==> config.mk <==
export PLATFORM = sky130hd
export DESIGN_NAME = ex_operand_stage
export DESIGN_NICKNAME = d
export VERILOG_FILES = /design/src/rtl/ex_operand_stage.sv
export SDC_FILE = /design/constraint.sdc
export NUM_CORES = 1
export LEC_CHECK = 0
export ABC_AREA = 1
export CAP_MARGIN = 20
export CELL_PAD_IN_SITES_DETAIL_PLACEMENT = 1
export CELL_PAD_IN_SITES_GLOBAL_PLACEMENT = 2
export CORE_ASPECT_RATIO = 1.2
export CORE_MARGIN = 2
export CORE_UTILIZATION = 18
export DETAILED_ROUTE_END_ITERATION = 10
export PLACE_DENSITY = 0.81
export SYNTH_ARGS = -nofsm -noshare
export SYNTH_HDL_FRONTEND = slang
export SYNTH_SLANG_ARGS = --single-unit
==> constraint.sdc <==
create_clock -name clk -period 1.45 [get_ports clk]
set_input_delay 0.2175 -clock clk [delete_from_list [all_inputs] [get_ports clk]]
set_output_delay 0.2175 -clock clk [all_outputs]
set_load 0.05 [all_outputs]
==> src/rtl/ex_operand_stage.sv <==
// rtl/ex_operand_stage.sv - ID/EX operand stage: source select, RAW forwarding/stall, ALU operand register.
// Optional feature macro: ARCABUCO_OPERAND_FWD_EN (EX/MEM forwarding; undefined = stall-only hazard resolution).

package arcabuco_core_pack;
   typedef enum logic [3:0] {
      alu_add, alu_sub, alu_and, alu_or, alu_xor,
      alu_sll, alu_srl, alu_sra, alu_slt, alu_sltu
   } t_alu_opcode;
endpackage

module ex_operand_stage
   import arcabuco_core_pack::*;
#(
   parameter int XLEN = 32
) (
   input  logic              clk,
   input  logic              rst,
   input  logic              flush,
   input  logic              id_valid,
   output logic              id_ready,
   input  t_alu_opcode       id_alu_op,
   input  logic [XLEN-1:0]   id_pc,
   input  logic [XLEN-1:0]   id_imm,
   input  logic [4:0]        id_rs1_addr,
   input  logic [4:0]        id_rs2_addr,
   input  logic [4:0]        id_rd_addr,
   input  logic [XLEN-1:0]   id_rs1_data,
   input  logic [XLEN-1:0]   id_rs2_data,
   input  logic              id_rs1_used,
   input  logic              id_rs2_used,
   input  logic              id_src1_sel,
   input  logic              id_src2_sel,
   input  logic              id_rd_we,
   input  logic              id_is_load,
   input  logic [XLEN-1:0]   ex_fwd_data,
   input  logic              mem_fwd_we,
   input  logic [4:0]        mem_fwd_rd,
   input  logic [XLEN-1:0]   mem_fwd_data,
   output logic              ex_valid,
   input  logic              ex_ready,
   output t_alu_opcode       ex_alu_op,
   output logic [XLEN-1:0]   ex_in_1,
   output logic [XLEN-1:0]   ex_in_2,
   output logic [XLEN-1:0]   ex_rs2_val,
   output logic [XLEN-1:0]   ex_pc,
   output logic [4:0]        ex_rd_addr,
   output logic              ex_rd_we,
   output logic              ex_is_load
);

   typedef enum logic {st_empty, st_full} t_state;
   t_state state;

   logic            rs1_nz, rs2_nz;
   logic            load_use, hazard, accept;
   logic [XLEN-1:0] rs1_res, rs2_res;

   assign ex_valid = (state == st_full);
   assign rs1_nz   = id_rs1_used & (id_rs1_addr != 5'd0);
   assign rs2_nz   = id_rs2_used & (id_rs2_addr != 5'd0);

   // A load's data only exists once it reaches MEM, so a dependent must wait one cycle.
   assign load_use = ex_valid & ex_is_load & (ex_rd_addr != 5'd0) &
                     ((id_rs1_used & (id_rs1_addr == ex_rd_addr)) |
                      (id_rs2_used & (id_rs2_addr == ex_rd_addr)));

`ifdef ARCABUCO_OPERAND_FWD_EN
   logic ex_hit1, ex_hit2, mem_hit1, mem_hit2;

   assign ex_hit1  = ex_valid & ex_rd_we & ~ex_is_load & (ex_rd_addr == id_rs1_addr);
   assign ex_hit2  = ex_valid & ex_rd_we & ~ex_is_load & (ex_rd_addr == id_rs2_addr);
   assign mem_hit1 = mem_fwd_we & (mem_fwd_rd == id_rs1_addr);
   assign mem_hit2 = mem_fwd_we & (mem_fwd_rd == id_rs2_addr);

   assign rs1_res = (id_rs1_addr == 5'd0) ? '0 :
                    ex_hit1  ? ex_fwd_data  :
                    mem_hit1 ? mem_fwd_data : id_rs1_data;
   assign rs2_res = (id_rs2_addr == 5'd0) ? '0 :
                    ex_hit2  ? ex_fwd_data  :
                    mem_hit2 ? mem_fwd_data : id_rs2_data;

   assign hazard = load_use;
`else
   logic dep1, dep2;
   logic unused_fwd;

   // Without bypass paths, any in-flight producer of a source blocks issue until written back.
   assign dep1 = (ex_valid & ex_rd_we & (ex_rd_addr == id_rs1_addr)) |
                 (mem_fwd_we & (mem_fwd_rd == id_rs1_addr));
   assign dep2 = (ex_valid & ex_rd_we & (ex_rd_addr == id_rs2_addr)) |
                 (mem_fwd_we & (mem_fwd_rd == id_rs2_addr));

   assign rs1_res = (id_rs1_addr == 5'd0) ? '0 : id_rs1_data;
   assign rs2_res = (id_rs2_addr == 5'd0) ? '0 : id_rs2_data;

   assign hazard     = load_use | (rs1_nz & dep1) | (rs2_nz & dep2);
   assign unused_fwd = ^{ex_fwd_data, mem_fwd_data};
`endif

   assign id_ready = flush | (~rst & ~hazard & (~ex_valid | ex_ready));
   assign accept   = id_valid & id_ready & ~flush;

   always_ff @(posedge clk) begin
      if (rst) begin
         state      <= st_empty;
         ex_alu_op  <= alu_add;
         ex_in_1    <= '0;
         ex_in_2    <= '0;
         ex_rs2_val <= '0;
         ex_pc      <= '0;
         ex_rd_addr <= 5'd0;
         ex_rd_we   <= 1'b0;
         ex_is_load <= 1'b0;
      end else if (flush) begin
         state <= st_empty;
      end else if (accept) begin
         state      <= st_full;
         ex_alu_op  <= id_alu_op;
         ex_in_1    <= id_src1_sel ? id_pc  : rs1_res;
         ex_in_2    <= id_src2_sel ? id_imm : rs2_res;
         ex_rs2_val <= rs2_res;
         ex_pc      <= id_pc;
         ex_rd_addr <= id_rd_addr;
         ex_rd_we   <= id_rd_we;
         ex_is_load <= id_is_load;
      end else if (ex_valid & ex_ready) begin
         state <= st_empty;
      end
   end

endmodule
==> flow_summary.ini <==
[route]
ant_nets = 0
routedWlPerCell_um = 16.9
num_vias = 8716
drt_wl_total_mm = 34.6
drtIter0Drc = 231
drtPass1Iterations = 4
drc = 0
vias_per_cell = 4.25

[yosys]
synthSimpleGateAreaFrac = 0.358
ys_warn_count = 0
synth_fp_nets = 1382
synth.distinct_cells = 23
postSynthCellCount = 1154
synth-adder-area-share = 0
synth_top_family_by_area = simple AND/OR/NAND/NOR gates
synthXorXnorAreaFrac = 0.00364
synth_compound_area_frac = 0.129
synth_area_um2 = 7230
postSynthAreaPerCell_um2 = 6.26
ys_seq_elements = 140
synth.area.mux_share = 0
ys_seq_area_frac = 0.388

[cells_and_area]
drive_above_1_share = 0.312
synthToLayoutAreaGrowth_pct = 101
nets = 1732
final_util = 0.367
finalInstanceArea_um2 = 14600
layout_common_cells = 282 x nand2_1, 162 x clkdlybuf4s50_1, 160 x nor2_1
mostFrequentLayoutCell = nand2_1

[cts]
cts_root_buf = clkbuf_16
cts_sinks = 140
clock_path_buffers = 2
cts_max_level = 4
cts_made_buffers = 17
clock_latency_ns = 0.46
clkSlewWorstSetupHoldPaths_ns = 0.06
cts_tree = built

[timing]
setup_viol = 141
rsz0062_at_grt = yes
max-slew-margin-rel = 0.609
tightest_slew_ns = 0.587
setup_slack_ns = -0.587
maxSlewViolCount = 0
fin_tns_setup_ns = -68.60
hold_violations = 0
finalCritPeriodShare = 1.40
min_period_ns = 2.04
max_freq_mhz = 491
finalHoldWorstSlack_ns = 0.390
finClkSkew_ns = 0.00972

[min_path]
hold_path.class = primary input to flip-flop
min_path_cells = 6

[critical_path]
crit_path_end = id_ready
reg2reg_from = ex_rd_addr[0]$_SDFFE_PP0P_
r2r_cells = 16
reg2reg_to = ex_pc[24]$_SDFFE_PP0P_
cp_max_fo = 5
cp.arrival_ns = 1.82
crit_required_ns = 1.23
crit_type = flip-flop to output pin
cp-end-kind = output pin
crit_path_start_kind = flip-flop
crit_start = ex_rd_addr[2]$_SDFFE_PP0P_
regToRegSetupSlack_ns = -0.55

[floorplanning]
design.core.area_um2 = 39600
start_util = 0.182
dieArea_um2 = 41800
num_rows = 80
die_width_um = 187
fp.dieH_um = 224
io_pins = 369

[run]
maxCapViolations = 0

[placed_design]
numPortBuffers = 304
place_congestion = 0.861
dp_hpwl_mm = 23.3
dpl_cell_area_um2 = 12100

[global_routing]
overflow = 0
grt_pass1_vias = 9025
grt_first_pass_wirelength_mm = 51.9
grt_max_degree = 104
grt_util_all_layers = 0.161
antenna_found_initial = 1

[pwr]
peakVddDrop_uv = 914
p_leak_nw = 6.43
power.total_mw = 13.1
power_density_nw_per_um2 = 901

[status]
violations = negative setup slack
status = finished, violations left
==> timing repair <==
item                       in CTS  in global routing
resized for setup              77                138
setup buffers                  13                  3
hold endpoints to repair        0                  0
setup endpoints to repair     141                141
cloned                         13                 16
hold buffers                    0                  0
pin swaps                      31                 15
==> routing by layer <==
metal  track usage  share of wire  up-vias
met2         0.281           0.51      251
met3        0.0566          0.074       37
met1         0.181           0.40     4101
met5             0        0.00038        -
met4        0.0540          0.019        2
li1              -              -     4325
==> cells by family (layout without fill, tap and decap cells) <==
kind of cell / Yosys count / count (layout)
AO/OA/AOI/OAI: 170 / 170
XOR/XNOR: 3 / 3
buffers and inverters: 208 / 571
flip-flops: 140 / 140
other: 0 / 2
AND/OR/NAND/NOR: 633 / 633
==> worst min-delay path by stage <==
| stage | from | endpoint | slack [ns] |
|---|---|---|---|
| 3_3_place_gp | ex_in_1[23]$_SDFFE_PP0P_ | ex_in_1[23]$_SDFFE_PP0P_ | 0.47 |
| 5_1_grt | id_rd_addr[4] | ex_rd_addr[4]$_SDFFE_PP0P_ | 0.42 |
| 6_report | id_src2_sel | ex_in_2[13]$_SDFFE_PP0P_ | 0.39 |
| 3_5_place_dp | ex_pc[11]$_SDFFE_PP0P_ | ex_pc[11]$_SDFFE_PP0P_ | 0.47 |
| 2_1_floorplan | flush | ex_valid$_SDFFE_PP0P_ | 0.39 |
| 4_1_cts | id_src2_sel | ex_in_2[18]$_SDFFE_PP0P_ | 0.37 |
==> critical path: stages (launching register included) <==
cell	delay [ns]
dfxtp_4	0.36
buf_4	0.14
xnor2_2	0.13
nand4_1	0.10
nand2_1	0.06
nand2_1	0.08
nand2_2	0.06
buf_6	0.12
o21ai_4	0.15
buf_12	0.16
==> layout make-up <==
cell class                 instances  area (um^2)
fill                            4683        25100
inverter                         123          469
tap                              533          667
sequential                       140         2820
timing repair buffer             416         5650
multi-input combinational        806         4290
clock inverter                     9          158
antenna                            2         5.00
clock buffer                      23          489
==> through the flow <==
stage / worst slack, ns / std cells
after floorplan: -0.174 / 1154
after global placement: -0.783 / 1974
after detailed placement: -0.809 / 1974
after CTS: -0.612 / 2031
after global routing: -0.680 / 2050
final: -0.587 / 2052
==> report_power, final <==
part	internal, mW	switching (mW)
sequential	4.05	0.213
combinational	1.88	2.02
clock	3.08	1.88
==> registers in the layout, summed over array words and instances (netlist names) <==
name        cells
ex_rd_addr      5
ex_valid        1
ex_rd_we        1
ex_in_1        32
ex_in_2        32
ex_alu_op       4
ex_is_load      1
ex_pc          32
ex_rs2_val     32
==> synthesized netlist by cell type <==
cell | number | area [um^2]
a21oi_1 | 102 | 510
buf_1 | 11 | 41.3
buf_2 | 14 | 70.1
buf_4 | 10 | 75.1
buf_6 | 6 | 67.6
clkbuf_1 | 44 | 165
clkinv_1 | 1 | 3.75
dfxtp_1 | 140 | 2800
inv_1 | 116 | 435
inv_2 | 6 | 22.5
nand2_1 | 296 | 1110
nand2_2 | 1 | 6.26
nand3_1 | 134 | 671
nand3_2 | 2 | 20.0
nand4_1 | 4 | 25.0
nor2_1 | 191 | 717
nor2_4 | 1 | 11.3
nor3_1 | 3 | 15.0
nor3_2 | 1 | 10.0
o21a_1 | 32 | 240
o21ai_0 | 36 | 180
xnor2_1 | 2 | 17.5
xor2_1 | 1 | 8.76
(Power assumes the default switching activity.)
